$ cat src/rtl/ipv4_local_lut_pipelined.sv
// IPv4 local-address lookup table for the output-port decision.
// A register-side req/ack port reads and writes ROWS entries of {addr, valid}.
// Destination addresses are matched against every entry in a two-stage
// pipeline. Results {is_local, lowest hit row} go into a fallthrough FIFO.
// Credit-based flow control keeps the FIFO from overflowing.

module ipv4_local_lut_pipelined #(
    parameter int ROWS            = 32,
    parameter int ROW_BITS        = 5,
    parameter int GROUP_SIZE      = 8,
    parameter int FIFO_DEPTH_BITS = 2,
    parameter int MATCH_BCAST     = 0
) (
    input  logic                clk,
    input  logic                reset,
    input  logic                i_lut_rd_req,
    output logic                o_lut_rd_ack,
    input  logic [ROW_BITS-1:0] i_lut_rd_addr,
    output logic [31:0]         o_lut_rd_ipv4_addr,
    output logic                o_lut_rd_entry_valid,
    input  logic                i_lut_wr_req,
    output logic                o_lut_wr_ack,
    input  logic [ROW_BITS-1:0] i_lut_wr_addr,
    input  logic [31:0]         i_lut_wr_ipv4_addr,
    input  logic                i_lut_wr_entry_valid,
    input  logic [31:0]         i_daddr,
    input  logic                i_daddr_valid,
    output logic                o_daddr_ready,
    input  logic                i_rd_from_magic,
    output logic                o_is_local,
    output logic [ROW_BITS-1:0] o_hit_idx,
    output logic                o_result_valid,
    output logic [15:0]         o_drop_cnt
);

    localparam int          GROUPS     = (ROWS + GROUP_SIZE - 1) / GROUP_SIZE;
    localparam int          HIT_BITS   = GROUPS * GROUP_SIZE;
    localparam int          FIFO_DEPTH = 2 ** FIFO_DEPTH_BITS;
    localparam logic [31:0] BCAST_ADDR = 32'hFFFF_FFFF;

    localparam logic [FIFO_DEPTH_BITS-1:0] PTR_ONE   = FIFO_DEPTH_BITS'(1);
    localparam logic [FIFO_DEPTH_BITS:0]   COUNT_ONE = (FIFO_DEPTH_BITS + 1)'(1);

    typedef struct packed {
        logic                is_local;
        logic [ROW_BITS-1:0] hit_idx;
    } result_t;

    // ------------------------------------------------------------------
    // Table storage and register port
    // ------------------------------------------------------------------
    logic [31:0]     tbl_addr [ROWS];
    logic [ROWS-1:0] tbl_valid;

    logic rd_serve;
    logic wr_serve;
    logic rd_done;
    logic wr_done;

    // A held request is served once; a read wins over a simultaneous write,
    // which stays pending until the requester sees its ack.
    assign rd_serve = i_lut_rd_req & ~rd_done;
    assign wr_serve = i_lut_wr_req & ~wr_done & ~rd_serve;

    // Ack pulses and per-request "already served" flags.
    // NOTE: sequential state uses non-blocking assignments so every register samples pre-edge values.
    always_ff @(posedge clk) begin
        if (reset) begin
            o_lut_rd_ack <= 1'b0;
            o_lut_wr_ack <= 1'b0;
            rd_done      <= 1'b0;
            wr_done      <= 1'b0;
        end else begin
            o_lut_rd_ack <= rd_serve;
            o_lut_wr_ack <= wr_serve;
            rd_done      <= i_lut_rd_req;
            wr_done      <= i_lut_wr_req & (wr_done | wr_serve);
        end
    end

    logic [31:0] rd_addr_mux;
    logic        rd_valid_mux;

    // Read mux; rows at or beyond ROWS read back as 0/0.
    // NOTE: every always_comb output gets a default first so no path infers a latch.
    always_comb begin
        rd_addr_mux  = '0;
        rd_valid_mux = 1'b0;
        for (int r = 0; r < ROWS; r++) begin
            if (i_lut_rd_addr == ROW_BITS'(r)) begin
                rd_addr_mux  = tbl_addr[r];
                rd_valid_mux = tbl_valid[r];
            end
        end
    end

    // Registered read data, updated only when a read is served.
    always_ff @(posedge clk) begin
        if (reset) begin
            o_lut_rd_ipv4_addr   <= '0;
            o_lut_rd_entry_valid <= 1'b0;
        end else if (rd_serve) begin
            o_lut_rd_ipv4_addr   <= rd_addr_mux;
            o_lut_rd_entry_valid <= rd_valid_mux;
        end
    end

    // Table write; out-of-range rows match no entry and are silently dropped.
    // NOTE: the table is reset because a cleared row must never match; FIFO storage below is not, its output is gated by the count.
    always_ff @(posedge clk) begin
        if (reset) begin
            for (int r = 0; r < ROWS; r++) begin
                tbl_addr[r] <= '0;
            end
            tbl_valid <= '0;
        end else if (wr_serve) begin
            for (int r = 0; r < ROWS; r++) begin
                if (i_lut_wr_addr == ROW_BITS'(r)) begin
                    tbl_addr[r]  <= i_lut_wr_ipv4_addr;
                    tbl_valid[r] <= i_lut_wr_entry_valid;
                end
            end
        end
    end

    // ------------------------------------------------------------------
    // Stage 1: per-group compare, padding rows forced to 0
    // ------------------------------------------------------------------
    logic [HIT_BITS-1:0] hit_comb;

    for (genvar g = 0; g < GROUPS; g++) begin : g_group
        for (genvar k = 0; k < GROUP_SIZE; k++) begin : g_row
            localparam int ROW = g * GROUP_SIZE + k;
            if (ROW < ROWS) begin : g_live
                assign hit_comb[ROW] = tbl_valid[ROW] & (tbl_addr[ROW] == i_daddr);
            end else begin : g_pad
                assign hit_comb[ROW] = 1'b0;
            end
        end
    end

    logic                accept;
    logic                s1_valid;
    logic [HIT_BITS-1:0] s1_hits;
    logic                s1_bcast;

    assign accept = i_daddr_valid & o_daddr_ready;

    // Stage-1 register: hit vector plus broadcast flag of the accepted lookup.
    always_ff @(posedge clk) begin
        if (reset) begin
            s1_valid <= 1'b0;
            s1_hits  <= '0;
            s1_bcast <= 1'b0;
        end else begin
            s1_valid <= accept;
            if (accept) begin
                s1_hits  <= hit_comb;
                s1_bcast <= (MATCH_BCAST != 0) && (i_daddr == BCAST_ADDR);
            end
        end
    end

    // ------------------------------------------------------------------
    // Stage 2: reduce and priority-encode; the result is written straight
    // into FIFO storage, so the FIFO entry is the stage-2 register and its
    // credit is carried by fifo_count.
    // ------------------------------------------------------------------
    result_t s2_result;

    // Lowest matching row wins; broadcast overrides to row 0.
    always_comb begin
        s2_result          = '0;
        s2_result.is_local = (|s1_hits) | s1_bcast;
        for (int r = ROWS - 1; r >= 0; r--) begin
            if (s1_hits[r]) begin
                s2_result.hit_idx = ROW_BITS'(r);
            end
        end
        if (s1_bcast) begin
            s2_result.hit_idx = '0;
        end
    end

    // ------------------------------------------------------------------
    // Fallthrough result FIFO and credit accounting
    // ------------------------------------------------------------------
    result_t                    fifo_mem [FIFO_DEPTH];
    logic [FIFO_DEPTH_BITS-1:0] wr_ptr;
    logic [FIFO_DEPTH_BITS-1:0] rd_ptr;
    logic [FIFO_DEPTH_BITS:0]   fifo_count;
    logic                       push;
    logic                       pop;
    result_t                    head;
    logic [FIFO_DEPTH_BITS+1:0] occupancy;

    assign push = s1_valid;
    assign pop  = i_rd_from_magic & (fifo_count != '0);

    // FIFO payload storage.
    always_ff @(posedge clk) begin
        if (push) begin
            fifo_mem[wr_ptr] <= s2_result;
        end
    end

    // FIFO pointers and occupancy count; push+pop leaves the count unchanged.
    always_ff @(posedge clk) begin
        if (reset) begin
            wr_ptr     <= '0;
            rd_ptr     <= '0;
            fifo_count <= '0;
        end else begin
            if (push) begin
                wr_ptr <= wr_ptr + PTR_ONE;
            end
            if (pop) begin
                rd_ptr <= rd_ptr + PTR_ONE;
            end
            case ({push, pop})
                2'b10:   fifo_count <= fifo_count + COUNT_ONE;
                2'b01:   fifo_count <= fifo_count - COUNT_ONE;
                default: fifo_count <= fifo_count;
            endcase
        end
    end

    // Ready depends only on registered state, so a pop frees its credit a cycle later.
    assign occupancy     = {1'b0, fifo_count} + {{(FIFO_DEPTH_BITS + 1){1'b0}}, s1_valid};
    assign o_daddr_ready = occupancy < (FIFO_DEPTH_BITS + 2)'(FIFO_DEPTH);

    assign head           = fifo_mem[rd_ptr];
    assign o_result_valid = (fifo_count != '0);
    assign o_is_local     = o_result_valid & head.is_local;
    assign o_hit_idx      = o_result_valid ? head.hit_idx : '0;

    // Saturating count of lookups presented while no credit was available.
    always_ff @(posedge clk) begin
        if (reset) begin
            o_drop_cnt <= '0;
        end else if (i_daddr_valid && !o_daddr_ready && (o_drop_cnt != 16'hFFFF)) begin
            o_drop_cnt <= o_drop_cnt + 16'd1;
        end
    end

endmodule
$ cat config.mk
export PLATFORM = sky130hd
export DESIGN_NAME = ipv4_local_lut_pipelined
export DESIGN_NICKNAME = d
export VERILOG_FILES = /design/src/rtl/ipv4_local_lut_pipelined.sv
export SDC_FILE = /design/constraint.sdc
export NUM_CORES = 2
export LEC_CHECK = 0
export CORE_MARGIN = 2
export CORE_UTILIZATION = 47
export DETAILED_ROUTE_END_ITERATION = 16
export PLACE_DENSITY = 0.74
export SYNTH_ARGS = -nofsm -noshare
export SYNTH_HDL_FRONTEND = slang
export SYNTH_SLANG_ARGS = --single-unit
export TNS_END_PERCENT = 10
$ cat constraint.sdc
create_clock -name clk -period 3.4 [get_ports clk]
set_input_delay 0.34 -clock clk [delete_from_list [all_inputs] [get_ports clk]]
set_output_delay 0.34 -clock clk [all_outputs]
set_load 0.01 [all_outputs]
Yosys cells after proc, flatten, opt, wreduce, memory -nomap -nowiden
Memories as Yosys holds them, arrays and structs flattened. A register that Yosys moved wholly into a read port is not among the register bits.
Index checks and enable logic that the tools add are counted.
{"block": "word_totals", "register_bits": 125, "memories": 2, "mem_bits_rw": 1048, "input_bits": 81, "word_cells": 529}
{"block": "classes", "n_eq_ne": 97, "mux": 264, "add_sub_neg": 6, "reduce_logical": 40, "bitwise": 75, "order_cmp": 1}
{"memory": "tbl_addr", "depth": 32, "word_bits": 32, "read_ports": 32, "rd_clocked_by_memory_dff": 0, "wr": 32, "line": "52", "rtl": "logic [31:0] tbl_addr [ROWS];"}
{"memory": "fifo_mem", "depth": 4, "word_bits": 6, "read_ports": 1, "rd_clocked_by_memory_dff": 1, "wr": 1, "line": "188", "rtl": "result_t fifo_mem [FIFO_DEPTH];"}
{"cell": "two-way mux 32 bit", "n": 64}
{"cell": "== test 32 bit", "n": 32}
{"cell": "two-way mux 5 bit", "n": 33}
{"cell": "two-way mux 1 bit", "n": 164}
{"cell": "== test 5 bit, second input constant", "n": 32}
{"cell": "== test 5 x 4 -> 1 bit, second input constant", "n": 16}
{"cell": "AND reduction 2 bit", "n": 32}
{"cell": "== test 5 x 3 -> 1 bit, second input constant", "n": 8}
{"cell": "bitwise AND 1 bit", "n": 39}
{"cell": "OR 1 bit", "n": 33}
{"cell": "OR reduction 32 bit", "n": 1}
{"cell": "== test 5 x 2 -> 1 bit, second input constant", "n": 4}
{"cell": "adder 16 x 1 -> 16 bit, second input constant", "n": 1}
{"cell": "!= test 16 bit, second input constant", "n": 1}
{"cell": "== test 5 x 1 -> 1 bit, second input constant", "n": 2}
{"cell": "zero test 5 bit", "n": 2}
{"cell": "one-hot mux 3 bit (2 select lines)", "n": 1}
{"cell": "adder 2 x 1 -> 2 bit, second input constant", "n": 2}
{"cell": "adder 3 x 1 -> 4 bit", "n": 1}
{"cell": "< comparator 4 x 3 -> 1 bit, second input constant", "n": 1}
{"cell": "two-way mux 2 bit", "n": 2}
{"cell": "adder 3 x 1 -> 3 bit, second input constant", "n": 1}
{"cell": "inverter 1 bit", "n": 3}
{"cell": "nonzero test 3 bit", "n": 1}
{"cell": "other kinds (6)", "n": 7}

Depth between registers and ports, before layout
{"block": "logic_depth", "word_depth": 33, "ltp_mapped": 11}

Worst setup path before layout
Ideal clock, no wire load.
{"block": "synth_timing", "path_kind": "input -> register", "startpoint": "input i_lut_rd_req", "endpoint": "memory tbl_addr[11][0] (netlist: tbl_addr[0][352]) (enable)", "slack_ns": 0.705, "path_stages": 5, "arrival_ns": 2.301, "n_path_buf": 0, "cell_sequence": "nor2b_1 or3_1 nor3b_1 nand3_1 nand2b_1"}
{"element": "start, declared", "line": "16", "rtl": "input logic i_lut_rd_req,"}
{"element": "end, declared", "line": "52"}

Worst setup path in the final report
{"block": "layout_timing", "startpoint": "input i_lut_rd_addr[3]", "endpoint": "register o_lut_rd_ipv4_addr[11]"}
{"block": "layout_between", "elab_chain_cells": 33, "word_cells_on_any_way": 64, "cone_classes": "eq/ne: 31; mux: 32; reduce/logical: 1"}
{"element": "start, declared", "line": "18", "rtl": "input logic [ROW_BITS-1:0] i_lut_rd_addr,"}
{"element": "zero test 5 bit", "line": "90", "rtl": "if (i_lut_rd_addr == ROW_BITS'(r)) begin"}
{"element": "two-way mux 32 bit (31 in a row)", "line": "90"}
{"element": "two-way mux 32 bit *", "line": "90"}
{"element": "end signal, assigned", "line": "103", "rtl": "o_lut_rd_ipv4_addr <= rd_addr_mux;"}
{"element": "end, declared", "line": "19", "rtl": "output logic [31:0] o_lut_rd_ipv4_addr,"}
Every way passes the cells marked *; elsewhere a longest branch is shown, timed or not.
A chain may end at the register's enable or synchronous reset.

==> metrics.md <==
| Metric | Value |
|---|---|
| Status | complete, but fails checks |
| Failing checks | max-capacitance violations, max-slew violations, negative setup slack |
| Yosys cell types | 95 |
| Hold WS | 137 ps |
| Reg power frac | 44.1% |
| Worst Setup EP | o_lut_rd_ipv4_addr[11] |
| Sequential share of the synthesized area | 55.6% |
| Hold Startpoint | i_lut_wr_req |
| Synth Instances | 5505 |
| Die Span X | 365 um |
| Total die area | 133000 um^2 |
| Via/cell ratio | 7.15 |
| Final ANT Viol Nets | 0 |
| Final setup vio count | 1 |
| Final min period | 3500 ps |
| TritonCTS Buffers | 136 |
| Crit. Startpoint | i_lut_rd_addr[3] |
| Clk_lat worst skew | 830 ps |
| R2R cell count | 8 |
| Adder-Cell Fraction of Synth Area | 0.155% |
| Unrepaired setup endpoints after global routing | false |
| Starting Density | 47.3% |
| Clock Pin Slew Worst Setup and Hold Paths | 60 ps |
| Worst-Margin Slew | 1610 ps |
| Post-route cell area | 73600 um^2 |
| Share of the synthesized area in the top cell type | 51.4% |
| H-tree levels | 4 |
| Overflow after GRT | 0 |
| FFs w/ async S/R, synth | 0% |
| Placed Instances | 7552 |
| Hpwl dp | 269000 um |
| Post-Syn Area | 61200 um^2 |
| Final hold violations | 0 |
| Setup ws final | -95.6 ps |
| Clock Path Buffers | 3 |
| Post-synth EDFFs | 1048 |
| Leak | 27.7 nW |
| Initial antenna violation count | 53 |
| Area Growth Syn to Fin | 20.3% |
| DRC viols | 0 |
| HP Class | input port to flip-flop |
| Setup CP Type | input port to flip-flop |
| Sw Pwr | 11.9 mW |
| Share of layout cells above drive strength 1 | 16.3% |
| Largest net degree at the start of global routing | 57 |
| Via count | 56100 |
| Worst r2r dst | o_lut_rd_ipv4_addr[11] |
| Setup bufs post-CTS | 0 |
| TritonCTS clock tree | built |
| Cell Pwr Density | 536 nW/um^2 |
| Most frequent cells in the layout | edfxtp_1, xor2_1, nor2_1 |
| Starting DRT DRC Count | 11300 |
| Xor/xnor share of the synthesized area | 14.6% |
| Clk sinks | 1175 |
| Placer Congestion | 1.13 |
| Critical path data arrival time | 4250 ps |
| Top post-synthesis cells by area | edfxtp_1, xor2_1, nor2_1, dfxtp_1, nor4_1 |
| Nets | 6038 |
| GRT Overall Usage | 54.5% |
| Vias in the first global route | 51900 |
| Max Clock Freq | 0.286 GHz |
| Flop2flop setup slack | 60 ps |
| Port Buffers | 139 |
| Num ports | 140 |
| Compound-Gate Fraction of Synth Area | 10.7% |
| Synth Area in Simple Gates | 13.1% |
| Post-Syn Nets | 5593 |
| Max FO, Critical Path | 12 |
| Commonest non-fill, non-tap cell in the layout | edfxtp_1 |
| Final cell count without fillers | 7840 |
| Internal Pwr Total | 27.6 mW |
| Switching fraction of total power | 30.1% |
| Core area | 129000 um^2 |
| Clock power share | 40.2% |
| Syn Area/Cell | 11.1 um^2 |
| Clock Skew | 36.9 ps |
| Slew HR | -7.57% |
| Fin crit share | 103% |
| Ys Warns | 0 |
| Reg2reg start | tbl_addr[0][235] |
| Logic pwr share | 15.7% |
| DR WL/cell | 46.7 um |
| First-pass GRT wire length | 476000 um |
| #FFs+latches synth | 1175 |
| Mux cell area share after synthesis | 2.17% |
| Highest ir drop seen on vdd | 0.534 mV |
| Die height | 365 um |
| Clock root cell | clkbuf_16 |
| CP Data Required Time | 4160 ps |
| Slew Limit Fails | 34 |
| Synth Flop Type | edfxtp_1 |
| Final WL | 366000 um |
| Startpoint Class | input port |
| Worst setup EP type | flip-flop |
| Row count | 132 |
| Main combinational cell family by area after synthesis | XOR/XNOR gates |
| Yosys top cell by area | edfxtp_1 |
| Dpl cell area | 68700 um^2 |
| Drt first pass iters | 9 |
| Max-capacitance violation count | 6 |
## critical path: stages
cell,delay [ps]
buf_2,380
or3b_1,550
buf_4,260
o22ai_1,360
a21oi_1,200
nor4b_2,640
a211oi_1,250
buf_4,230
o31ai_1,780
a22o_1,220
## area by class of cell
class,count,area [um^2]
well taps,1742,2180
multi-input cells,3795,25100
diodes,34,85.1
fillers,11000,55700
inverters,79,297
clock buffers,177,3820
flip-flops and latches,1175,34000
clock inverters,75,937
repair buffers,763,7240
## per-stage QoR
step           setup WS (ps)  power (mW)  TNS, ps  util, %
2_1_floorplan            705        19.8        0        -
3_3_place_gp            -889        23.3    -2110     53.1
3_5_place_dp            -917        23.3    -2250     53.1
4_1_cts                  281        38.8        0     56.8
5_1_grt                 25.7        39.8        0     56.9
6_report               -95.6        39.4    -95.6     56.9
## registers in the layout, summed over array words and instances (netlist names), named ones only
name	cells
o_lut_wr_ack	1
tbl_valid	32
o_lut_rd_entry_valid	1
o_lut_rd_ack	1
tbl_addr	1024
o_lut_rd_ipv4_addr	32
o_drop_cnt	16
s1_hits	32
rd_done	1
fifo_count	3
wr_done	1
fifo_mem	24
push	1
rd_ptr	2
wr_ptr	2
## how the worst min path moves through the flow
stage	to	slack [ps]	cells after the start
floorplan	s1_hits[31]	450	2
global placement	s1_hits[31]	460	2
detailed placement	s1_hits[31]	470	2
CTS	wr_done	120	2
global route	wr_done	170	2
finish	wr_done	140	2
## metal layers
metal,wire length [um],vias to the layer above,track usage [%],part of all wire [%]
met2,148000,5842,75.8,40
met1,119000,27400,62.5,32
met3,55400,1788,23.3,15
li1,-,20900,-,-
met4,43800,46,51.5,12
met5,389,-,0.399,0.11
## Yosys cell counts, drive strengths merged, types with 8 or more instances
master   count
a22oi       56
a22o        20
nand2      164
o21bai      10
nor3        90
nand4       61
o2111ai     10
mux2i       79
nand2b      65
and2        17
or2         17
mux4        18
o221ai      64
a221oi      21
a221o       21
nor2b       40
buf        224
a2bb2oi      8
a32oi       11
mux2        12
edfxtp    1048
o22ai      107
a21oi      230
o21a        22
o31ai       11
a31oi       34
xor2       905
nor2       813
a21o        27
xnor2      117
nor4       249
dfxtp      127
o21ai      201
clkbuf     232
a211oi      24
inv         78
nand3      102
a222oi      11
o211ai      14
nor3b       11
and3         8
or3          8
a311o        9
## cell families (layout without fill, tap and decap cells)
logic type               Yosys count  in the layout
buffers and inverters            535           1094
AND/OR/NAND/NOR                 1678           1678
XOR/XNOR                        1022           1022
AO/OA/AOI/OAI                    979            979
multiplexers                     109            109
adder cells (fa/ha/maj)            7              7
other                              0             34
flip-flops                      1175           1175
## power by group through the flow
stage	Clock [mW]	Combinational, mW	Sequential, mW
6_report	15.9	6.21	17.4
5_1_grt	16.3	6.13	17.4
4_1_cts	15.7	5.75	17.3
3_5_place_dp	0	5.71	17.6
3_3_place_gp	0	5.71	17.6
2_1_floorplan	0	2.58	17.2
## timing repair
| item | CTS | global route |
|---|---|---|
| setup endpoints to repair | 1 | 0 |
| resized for setup | 1 | 0 |
| hold buffers | 1 | 0 |
| hold endpoints to repair | 7 | 0 |
Note: power is estimated with default switching activity, not from simulation.
